[src/rtl/rf_corr_pkg.sv]
// rtl/rf_corr_pkg.sv - shared state type and width helper for the RF correlator bank
package rf_corr_pkg;

  typedef enum logic {
    COLLECT = 1'b0,
    SEARCH  = 1'b1
  } corr_state_e;

  // Bits needed to hold an agreement count from 0 up to and including w.
  function automatic int score_w(input int w);
    return $clog2(w + 1);
  endfunction

endpackage

[src/rtl/rf_correlator_bank_corr_score.sv]
// rtl/rf_correlator_bank_corr_score.sv - combinational bit-agreement counter
module corr_score
  import rf_corr_pkg::*;
#(
  parameter int W = 32,
  localparam int SW = score_w(W)
) (
  input  logic [W-1:0]  a,
  input  logic [W-1:0]  b,
  output logic [SW-1:0] score
);

  // Count positions where a and b agree (W minus the Hamming distance).
  always_comb begin
    score = '0;
    for (int i = 0; i < W; i++) begin
      score = score + SW'(a[i] ~^ b[i]);
    end
  end

endmodule

[src/rtl/rf_correlator_bank.sv]
// rtl/rf_correlator_bank.sv - serial frame collector with sequential best-match reference search
module rf_correlator_bank
  import rf_corr_pkg::*;
#(
  parameter int W      = 32,
  parameter int N      = 16,
  parameter int THRESH = 28,
  localparam int IW    = $clog2(N),
  localparam int SW    = score_w(W)
) (
  input  logic          Clock,
  input  logic          Reset,
  input  logic          Bit_stream,
  input  logic          Bit_valid,
  input  logic          ref_we,
  input  logic [IW-1:0] ref_addr,
  input  logic [W-1:0]  ref_data,
  output logic          busy,
  output logic          out_valid,
  output logic [IW-1:0] out_idx,
  output logic [SW-1:0] out_score,
  output logic          out_match,
  output logic          overrun
);

  localparam int CW = $clog2(W);

  corr_state_e   state, state_next;
  logic [W-1:0]  shift_reg;
  logic [W-1:0]  frame_reg;
  logic [CW-1:0] bit_cnt;
  logic [W-1:0]  ref_bank [N];
  logic [IW-1:0] ptr;
  logic [SW-1:0] best_score;
  logic [IW-1:0] best_idx;
  logic [SW-1:0] cur_score;
  logic [SW-1:0] final_score;
  logic [IW-1:0] final_idx;
  logic          frame_done;
  logic          last_cmp;
  logic          take_cur;
  logic          addr_ok;

  assign frame_done  = Bit_valid && (bit_cnt == CW'(W - 1));
  assign last_cmp    = (state == SEARCH) && (ptr == IW'(N - 1));
  // Entry 0 always seeds the tracker; later entries need a strictly better score,
  // so ties resolve to the lowest index.
  assign take_cur    = (ptr == '0) || (cur_score > best_score);
  assign final_score = take_cur ? cur_score : best_score;
  assign final_idx   = take_cur ? ptr : best_idx;
  assign addr_ok     = ({1'b0, ref_addr} < (IW + 1)'(N));
  assign busy        = (state == SEARCH);

  corr_score #(.W(W)) u_score (
    .a     (frame_reg),
    .b     (ref_bank[ptr]),
    .score (cur_score)
  );

  // State register.
  always_ff @(posedge Clock or posedge Reset) begin
    if (Reset) state <= COLLECT;
    else       state <= state_next;
  end

  // Next state: start a search on a completed frame, return after the last entry.
  always_comb begin
    state_next = state;
    case (state)
      COLLECT: if (frame_done) state_next = SEARCH;
      SEARCH:  if (ptr == IW'(N - 1)) state_next = COLLECT;
      default: state_next = COLLECT;
    endcase
  end

  // Bit collection runs regardless of state; the register clears as each frame completes.
  always_ff @(posedge Clock or posedge Reset) begin
    if (Reset) begin
      shift_reg <= '0;
      bit_cnt   <= '0;
    end else if (Bit_valid) begin
      if (frame_done) begin
        shift_reg <= '0;
        bit_cnt   <= '0;
      end else begin
        shift_reg <= {Bit_stream, shift_reg[W-1:1]};
        bit_cnt   <= bit_cnt + CW'(1);
      end
    end
  end

  // Snapshot a completed frame if idle; a frame completing mid-search is dropped and flagged.
  always_ff @(posedge Clock or posedge Reset) begin
    if (Reset) begin
      frame_reg <= '0;
      overrun   <= 1'b0;
    end else if (frame_done) begin
      if (state == COLLECT) frame_reg <= {Bit_stream, shift_reg[W-1:1]};
      else                  overrun   <= 1'b1;
    end
  end

  // Walk the bank one entry per cycle, tracking the best score and its index.
  always_ff @(posedge Clock or posedge Reset) begin
    if (Reset) begin
      ptr        <= '0;
      best_score <= '0;
      best_idx   <= '0;
    end else if (state == COLLECT) begin
      if (frame_done) begin
        ptr        <= '0;
        best_score <= '0;
        best_idx   <= '0;
      end
    end else begin
      best_score <= final_score;
      best_idx   <= final_idx;
      ptr        <= last_cmp ? '0 : ptr + IW'(1);
    end
  end

  // Publish the final best with a one-cycle strobe; result fields hold until the next one.
  always_ff @(posedge Clock or posedge Reset) begin
    if (Reset) begin
      out_valid <= 1'b0;
      out_idx   <= '0;
      out_score <= '0;
      out_match <= 1'b0;
    end else begin
      out_valid <= last_cmp;
      if (last_cmp) begin
        out_idx   <= final_idx;
        out_score <= final_score;
        out_match <= (final_score >= SW'(THRESH));
      end
    end
  end

  // Reference bank: writes land in any state; an in-flight compare sees the pre-write value.
  always_ff @(posedge Clock or posedge Reset) begin
    if (Reset) begin
      for (int i = 0; i < N; i++) ref_bank[i] <= '0;
    end else if (ref_we && addr_ok) begin
      ref_bank[ref_addr] <= ref_data;
    end
  end

endmodule

[config.mk]
export PLATFORM = sky130hd
export DESIGN_NAME = rf_correlator_bank
export DESIGN_NICKNAME = d
export VERILOG_FILES = /design/src/rtl/rf_corr_pkg.sv /design/src/rtl/rf_correlator_bank_corr_score.sv /design/src/rtl/rf_correlator_bank.sv
export SDC_FILE = /design/constraint.sdc
export NUM_CORES = 1
export LEC_CHECK = 0
export BUFFER_PORTS_ARGS = -buffer_cell sky130_fd_sc_hd__buf_2
export CORE_ASPECT_RATIO = 0.6
export CORE_MARGIN = 4
export CORE_UTILIZATION = 42
export DETAILED_ROUTE_END_ITERATION = 10
export HOLD_SLACK_MARGIN = 0.1
export PLACE_DENSITY_LB_ADDON = 0.25
export SLEW_MARGIN = 25
export SYNTH_ARGS = -nofsm -noshare
export SYNTH_HDL_FRONTEND = slang
export SYNTH_SLANG_ARGS = --single-unit
[constraint.sdc]
create_clock -name Clock -period 58 [get_ports Clock]
set_input_delay 14.5 -clock Clock [delete_from_list [all_inputs] [get_ports Clock]]
set_output_delay 14.5 -clock Clock [all_outputs]
set_load 0.05 [all_outputs]
==> impl_metrics.py <==
metrics = {
    "logic_synthesis": {
        "yosys.area_share.xor_xnor": 0.0113,
        "yosysSeqAreaShare": 0.546,
        "synth_top_family_by_area": "multiplexers",
        "synth_flop_cell": "dfrtp_1",
        "netlist_top_cells_area": "dfrtp_1, mux2_1, mux4_2",
        "syn_inst": 1827,
        "synthArstFlopShare": 1.00,
        "yosys.area.top_type": "dfrtp_1",
        "yosys-mux-area-fraction": 0.337,
        "syn_area_per_cell_sq_um": 15.3,
        "synthesis.area_sq_mm": 0.0279,
        "yosysTopAreaCellShare": 0.546,
        "yosysWarnings": 0,
        "synth_edf_count": 0,
        "synthSimpleGateAreaFrac": 0.0216,
        "synth.distinct_cells": 49,
        "synth_common_cells": "dfrtp_1, mux2_1, mux2_2, mux4_2, clkbuf_1",
        "synth_fa_ha_area_frac": 0.0249,
        "ys_ff_latch": 608,
        "synth_most_common_cell": "dfrtp_1",
        "synth_compound_area_frac": 0.0262,
        "synth_fp_nets": 1909,
    },
    "clocking": {
        "path_clk_slew_ns": 0.06,
        "cts_buffers": 57,
        "postCtsSetupBuffers": 0,
        "htreeDepth": 2,
        "postCtsResizedCells": 0,
        "cts_tree": "done",
        "clk_latency_ns": 0.62,
        "root_buffer": "clkbuf_16",
        "cts_sinks": 608,
        "clockBufferDepth": 3,
        "holdBufCountCts": 0,
    },
    "worst_setup_path": {
        "crit_family": "buffers and inverters",
        "worstPathCellList": "buf_2 > inv_8 > buf_12 > buf_16 > buf_4",
        "critical-path-slowest-cell": "buf_4",
        "path_buf_inv": 5,
        "timing.critical_path.arrival_ns": 17.02,
        "end_kind": "async pin",
        "criticalPathCategory": "in2async",
        "crit_required_ns": 58.60,
        "start_kind": "input port",
        "crit_fanout": 137,
        "critical-path-max-stage-delay_ns": 0.83,
    },
    "timing": {
        "period_share": 0.283,
        "fin_tns_setup_ns": 0,
        "clock_skew_ns": 0.0251,
        "period_needed_ns": 16.41,
        "maxSlewViolCount": 0,
        "tightest_slew_ns": 0.970,
        "relSlewSlack": 0.349,
        "hold_viol_final": 0,
        "setup_viol": 0,
        "fmax_mhz": 60.9,
        "rsz0062_at_grt": "no",
    },
    "global_route": {
        "grt_start_max_net_pins": 187,
        "grt_pass1_vias": 16500,
        "grtUsageTotal": 0.185,
        "grt_pass1_wl_mm": 102,
        "antenna_found_initial": 1,
        "overflow": 0,
    },
    "floorplanning": {
        "die_w_um": 341,
        "die-area_sq_mm": 0.0707,
        "initial_core_util": 0.429,
        "die_h_um": 208,
        "design.core.area_sq_mm": 0.0650,
        "ios": 55,
        "num_rows": 72,
    },
    "flow_run": {
        "drv_cap": 0,
    },
    "route": {
        "drtAntennaViolNets": 0,
        "drt_iter0_drc": 969,
        "drc": 0,
        "viasPerCell": 5.57,
        "first_pass_iters": 4,
        "wl_per_cell_um": 23.2,
        "routed_wirelength_mm": 64.1,
        "vias": 15400,
    },
    "finish": {
        "antenna_cells": 0,
        "synthToLayoutAreaGrowth_pct": 11.2,
        "drive_gt1_frac": 0.297,
        "largest_register_ffs": 512,
        "nNetsFinal": 1907,
    },
    "status": {
        "status": "finished, final reports clean",
    },
    "hold_path": {
        "hp-class": "reg2reg",
    },
    "place": {
        "place_congestion": 0.771,
        "portBuffers": 54,
        "place_hpwl_mm": 36.4,
    },
}
## stage by stage
stage / cell area, sq um / instances / hold WS, ns / utilization / worst slack, ns
floorplan: 27900 / 1827 / 0.449 / - / 26.48
global placement: 29000 / 2653 / 0.455 / 0.446 / 40.56
detailed placement: 29000 / 2653 / 0.466 / 0.446 / 40.45
CTS: 31000 / 2760 / 0.479 / 0.476 / 41.11
global route: 31000 / 2761 / 0.492 / 0.477 / 41.09
finish: 31000 / 2761 / 0.479 / 0.477 / 41.59
## worst paths after layout
kind / start / endpoint / slack, ns / depth (start not counted)
setup / recovery: Reset / ref_bank[143] / 41.59 / 5
hold / removal: ref_bank[63] / ref_bank[63] / 0.48 / 1
setup reg to reg: ptr[1] / best_score[2] / 47.89 / 27
hold reg to reg: ref_bank[63] / ref_bank[63] / 0.48 / 1
max in group Clock: Bit_valid / shift_reg[16] / 41.90 / 5
min in group asynchronous: Reset / ref_bank[344] / 14.00 / 2
## layout make-up
class	instances	area, sq um
repair buffers	87	558
flip-flops and latches	608	15200
inverters	72	278
multi-input cells	999	11800
well taps	888	1110
clock inverters	29	285
clock buffers	78	1700
fillers	5583	34000
## routing by layer
metal,vias up,share of wire,global-route usage,wire [um]
met4,2,0.020,0.0381,1250
li1,6651,-,-,-
met2,236,0.46,0.288,29500
met5,-,0.00017,0,11
met1,8394,0.48,0.274,30700
met3,92,0.041,0.0343,2630
## kinds of logic (layout without fill, tap and decap cells)
kind of cell / count (synthesis) / in the layout
AO/OA/AOI/OAI: 117 / 117
XOR/XNOR: 36 / 36
adder cells (fa/ha/maj): 41 / 41
buffers and inverters: 220 / 266
flip-flops: 608 / 608
multiplexers: 674 / 674
AND/OR/NAND/NOR: 131 / 131
## layout by cell type (no fill, tap or decap), drive strengths merged, types with 2 or more instances in the layout
cell type	netlist	layout
o311ai	4	4
nand4	2	2
fa	24	24
nand2	69	69
or3	3	3
o31ai	2	2
nand2b	6	6
buf	44	87
mux2	513	513
clkinv	1	21
mux4	160	160
xor2	17	17
a31oi	2	2
bufinv	0	5
dfrtp	608	608
o211ai	18	18
nor2b	3	3
ha	17	17
a21oi	9	9
or4	4	4
a21o	2	2
nand4b	3	3
xnor2	19	19
a32o	2	2
nor2	17	17
clkinvlp	0	3
nand3b	2	2
inv	71	72
o21ai	40	40
a31o	2	2
nor3b	2	2
o22ai	32	32
clkbuf	104	78
and2	2	2
nand3	15	15
Power is left out: the tool's default activity adds up to more than one toggle a clock period on the data nets, which glitch-free logic cannot reach.
